==> config.mk <==
export PLATFORM = sky130hd
export DESIGN_NAME = inv_sub_nibbles_serial
export DESIGN_NICKNAME = d
export VERILOG_FILES = /design/src/rtl/inv_sub_nibbles_serial.sv
export SDC_FILE = /design/constraint.sdc
export NUM_CORES = 1
export LEC_CHECK = 0
export ABC_AREA = 1
export CELL_PAD_IN_SITES_DETAIL_PLACEMENT = 0
export CELL_PAD_IN_SITES_GLOBAL_PLACEMENT = 1
export CORE_MARGIN = 1.5
export CORE_UTILIZATION = 30
export DETAILED_ROUTE_END_ITERATION = 12
export HOLD_SLACK_MARGIN = 0.08
export PLACE_DENSITY = 0.71
export SKIP_LAST_GASP = 1
export SLEW_MARGIN = 20
export SYNTH_ARGS = -nofsm -noshare
export SYNTH_HDL_FRONTEND = slang
export SYNTH_SLANG_ARGS = --single-unit
==> constraint.sdc <==
create_clock -name clk -period 5.2 [get_ports clk]
set_input_delay 1.04 -clock clk [delete_from_list [all_inputs] [get_ports clk]]
set_output_delay 1.04 -clock clk [all_outputs]
set_load 0.01 [all_outputs]
==> src/rtl/inv_sub_nibbles_serial.sv <==
// Serial SSAES InvSubNibbles: one nibble per cycle through inverse affine + GF(2^4) inversion.
// Optional register stage (PIPE=1) between the affine map and the field inversion.
module inv_sub_nibbles_serial #(
    parameter int PIPE = 0
) (
    input  logic        clk,
    input  logic        rst_n,
    input  logic        clr,
    input  logic        in_valid,
    output logic        in_ready,
    input  logic [63:0] in_state,
    output logic        out_valid,
    input  logic        out_ready,
    output logic [63:0] out_state,
    output logic        busy
);

    typedef enum logic [1:0] {IDLE, RUN, DONE} state_t;

    state_t      state, state_nx;
    logic [63:0] work;
    logic [3:0]  cnt;
    logic [3:0]  preg;
    logic        pv;
    logic        tail;
    logic        ov;
    logic        rdy;

    logic        accept;
    logic        run_en;
    logic        rd_en;
    logic        wr_en;
    logic        last;
    logic [3:0]  rd_nib;
    logic [3:0]  aff;
    logic [3:0]  wr_idx;
    logic [3:0]  wr_nib;

    // Field arithmetic in GF(2^4) with modulus x^4 + x + 1.
    function automatic logic [3:0] xt(input logic [3:0] a);
        return {a[2:0], 1'b0} ^ (a[3] ? 4'h3 : 4'h0);
    endfunction

    function automatic logic [3:0] gf_mul(input logic [3:0] a, input logic [3:0] b);
        return ({4{b[0]}} & a) ^ ({4{b[1]}} & xt(a)) ^
               ({4{b[2]}} & xt(xt(a))) ^ ({4{b[3]}} & xt(xt(xt(a))));
    endfunction

    // a^14 = a^-1 for nonzero a; 0 maps to 0 naturally.
    function automatic logic [3:0] gf_inv(input logic [3:0] a);
        logic [3:0] a2, a4, a8;
        a2 = gf_mul(a, a);
        a4 = gf_mul(a2, a2);
        a8 = gf_mul(a4, a4);
        return gf_mul(gf_mul(a2, a4), a8);
    endfunction

    // Undo the forward affine step: remove constant 6, then apply the inverse linear map.
    function automatic logic [3:0] inv_affine(input logic [3:0] y);
        logic [3:0] z;
        z = y ^ 4'h6;
        return {z[1] ^ z[2] ^ z[3],
                z[0] ^ z[1] ^ z[2],
                z[0] ^ z[1] ^ z[3],
                z[0] ^ z[2] ^ z[3]};
    endfunction

    assign in_ready  = (state == IDLE) && rdy;
    assign busy      = (state == RUN);
    assign out_valid = ov;
    assign out_state = work;

    assign accept = in_valid && in_ready && !clr;
    assign run_en = (state == RUN) && !clr;
    assign rd_nib = work[{cnt, 2'b00} +: 4];
    assign aff    = inv_affine(rd_nib);

    // With the pipe stage, the write trails the read by one cycle and the
    // tail flag adds the seventeenth cycle that drains nibble 15.
    always_comb begin
        rd_en  = 1'b0;
        wr_en  = 1'b0;
        last   = 1'b0;
        wr_idx = cnt;
        wr_nib = gf_inv(aff);
        if (PIPE != 0) begin
            rd_en  = run_en && !tail;
            wr_en  = run_en && pv;
            last   = tail && pv;
            wr_idx = cnt - 4'd1;
            wr_nib = gf_inv(preg);
        end else begin
            rd_en  = run_en;
            wr_en  = run_en;
            last   = (cnt == 4'd15);
        end
    end

    always_comb begin
        state_nx = state;
        case (state)
            IDLE:    if (accept) state_nx = RUN;
            RUN:     if (run_en && last) state_nx = DONE;
            DONE:    if (ov && out_ready) state_nx = IDLE;
            default: state_nx = IDLE;
        endcase
        if (clr) state_nx = IDLE;
    end

    always_ff @(posedge clk or negedge rst_n) begin
        if (!rst_n) begin
            state <= IDLE;
            work  <= '0;
            cnt   <= '0;
            preg  <= '0;
            pv    <= 1'b0;
            tail  <= 1'b0;
            ov    <= 1'b0;
            rdy   <= 1'b0;
        end else begin
            state <= state_nx;
            rdy   <= 1'b1;
            // Valid rises one edge after DONE is entered and drops on handshake or abort.
            ov    <= (state == DONE) && (state_nx == DONE);
            if (accept) begin
                work <= in_state;
                cnt  <= '0;
                pv   <= 1'b0;
                tail <= 1'b0;
            end else begin
                if (rd_en) begin
                    cnt  <= cnt + 4'd1;
                    preg <= aff;
                    pv   <= 1'b1;
                    if (cnt == 4'd15) tail <= 1'b1;
                end
                if (wr_en) work[{wr_idx, 2'b00} +: 4] <= wr_nib;
            end
        end
    end

endmodule
==> results.toml <==
[drt]
wl_um = 20400
drtIter0Drc = 342
drcViolationCount = 0
viasPerCell = 4.86
ant_nets = 0
wl_per_cell_um = 16.6
first_pass_iters = 4
via_count = 5968

[sta]
period_needed_ps = 4820
fin_skew_ps = 10.7
finalHoldViolCount = 0
slew_headroom = 0.363
fmax_mhz = 207
fin_setup_tns_ps = 0
setup_viol = 0
rsz0062_at_grt = "no"
fin_crit_sh = 0.927
worstMarginPinSlew_ps = 956
maxSlewViolCount = 0

[setup_path]
worst_path_dominant_cell_family = "simple AND/OR/NAND/NOR gates"
crit_path_top_delay_cell = "dfrtp_2"
cp.arrival_ps = 5100
critPathMaxFanout = 26
crit_type = "flip-flop to flip-flop"
critPathMostFrequentCell = "nand3_1"
cp_num_buf_inv = 5
crit_path_end_kind = "flip-flop"
required_ps = 5480
critical_path.max_stage_delay_ps = 490
crit_path_start_kind = "flip-flop"
r2r_setup_slack_ps = 380

[synthesis]
syn_area_per_cell_um2 = 6.65
synth-compound-area-share = 0.0789
synth-edff-count = 0
synth_xor_area_frac = 0.0275
syn_nets = 941
postSynthCellCount = 856
async_flop_share = 1.00
muxShareOfSynthArea = 0
synth_seq_cells = 72
synthAdderAreaFrac = 0.0352
synth_top_family_by_area = "simple AND/OR/NAND/NOR gates"
seq_area_frac_synth = 0.317
ys_dominant_reg_cell = "dfrtp_1"
synthesis.area_mm2 = 0.00569
ys_types = 38
yosys_warnings = 0
synth_simple_gate_area_frac = 0.424

[placed_design]
dp_hpwl_um = 15800
gp_congestion = 0.860
portBuffers = 135
dpl_cell_area_mm2 = 0.00725

[die]
die_height_um = 141
coreArea_mm2 = 0.0186
io_pins = 136
die_width_um = 141
start_util = 0.305
dieArea_mm2 = 0.0198
row_count = 50

[clocking]
worstSkewPairLatency_ps = 350
cts-buffers-inserted = 9
h-tree-depth = 3
ctsLongestPathBuffers = 2
clkSlewWorstSetupHoldPaths_ps = 60
cts_root_buf = "clkbuf_16"
cts_tree = "built"
numClockSinks = 72
hold_buffers = 0

[global_routing]
antenna_found_initial = 0
grt_max_degree = 73
globalRouteTotalUtil = 0.206
first_global_vias = 5875
grt-ovfl-total = 0
grt_pass1_wl_um = 31700

[status]
outcome = "finished, final reports clean"

[run]
max-cap-violations = 0

[cells_and_area]
area.growth.synth_to_final_pct = 34.2
n_antenna_cell = 0
layout_common_cells = "292 x nand2_1, 134 x clkdlybuf4s50_1, 117 x nand3_1"
fin_nets = 1074
drive_gt1_frac = 0.0946
fin_area_mm2 = 0.00764
final_common_cell = "nand2_1"

[worst_hold_path]
hp-class = "flip-flop to flip-flop"
==> state kept, by name, summed over array words and instances, names as in the netlist <==
| name | cells |
|---|---|
| rdy | 1 |
| state | 2 |
| out_valid | 1 |
| cnt | 4 |
| out_state | 64 |
==> layer usage <==
| layer | vias up | routed length [µm] | track usage |
|---|---|---|---|
| li1 | 2990 | - | - |
| met1 | 2794 | 9430 | 0.274 |
| met2 | 159 | 9690 | 0.343 |
| met3 | 25 | 895 | 0.0387 |
| met4 | 0 | 421 | 0.0581 |
| met5 | - | 0 | 0 |
==> synthesized netlist by cell type (8+ instances only) <==
library cell  number  share of area
nand2_1          293           0.19
nand3_1          117           0.10
inv_1            116          0.077
dfrtp_1           72           0.32
nor2_1            45          0.030
o211ai_1          25          0.033
o21ai_0           21          0.018
nand2_2           19          0.021
nand4_1           18          0.020
ha_1              16          0.035
clkbuf_1          10         0.0066
buf_2              9         0.0079
buf_6              8          0.016
nand3_2            8          0.014
o21bai_1           8          0.011
xnor2_1            8          0.012
xor2_1             8          0.012
==> worst paths after layout <==
path	from	end	cells past startpoint
max	cnt[0]$_DFFE_PN0P_	out_state[47]$_DFFE_PN0P_	29
max in group asynchronous	rst_n	cnt[0]$_DFFE_PN0P_	1
min	out_state[47]$_DFFE_PN0P_	out_state[47]$_DFFE_PN0P_	2
min reg2reg	out_state[47]$_DFFE_PN0P_	out_state[47]$_DFFE_PN0P_	2
min in group asynchronous	rst_n	out_valid$_DFF_PN0_	1
max reg2reg	cnt[0]$_DFFE_PN0P_	out_state[47]$_DFFE_PN0P_	29
==> per-stage QoR <==
stage	hold WS (ps)	utilization	setup WS (ps)	instances
6_report	536	0.410	377	1228
5_1_grt	584	0.410	19.3	1228
4_1_cts	540	0.406	222	1224
3_5_place_dp	523	0.389	261	1208
3_3_place_gp	524	0.389	325	1208
2_1_floorplan	495	-	873	856
==> repair_timing <==
item	CTS	global route
setup endpoints to repair	0	52
buffers inserted	0	3
resized for setup	0	11
==> cell families (layout without fill, tap and decap cells) <==
logic type                 count (synthesis)  count (layout)
other                                      1               1
AOI/OAI and AO/OA                         68              68
buffers and inverters                    154             292
and+or+nand+nor                          528             528
xor gates and xnor gates                  17              17
adders and majority gates                 16              16
DFF                                       72              72
==> worst register-to-register path: cells and delay by family, from the launching register on <==
kind | cells | cell delay (ps)
xor gates and xnor gates | 4 | 780
DFF | 1 | 490
and+or+nand+nor | 17 | 2190
adders and majority gates | 3 | 750
buffers and inverters | 5 | 530
==> area by class of cell <==
class	instances	area, µm²
sequential	72	1800
timing repair buffer	152	1500
clock buffer	10	229
timing repair inverter	1	8.76
tap	234	293
fill	2024	11000
inverter	123	474
multi-input combinational	630	3250
clock inverter	6	83.8
Power is left out: the tool's default activity adds up to more than one toggle a clock period on the data nets, which glitch-free logic cannot reach.
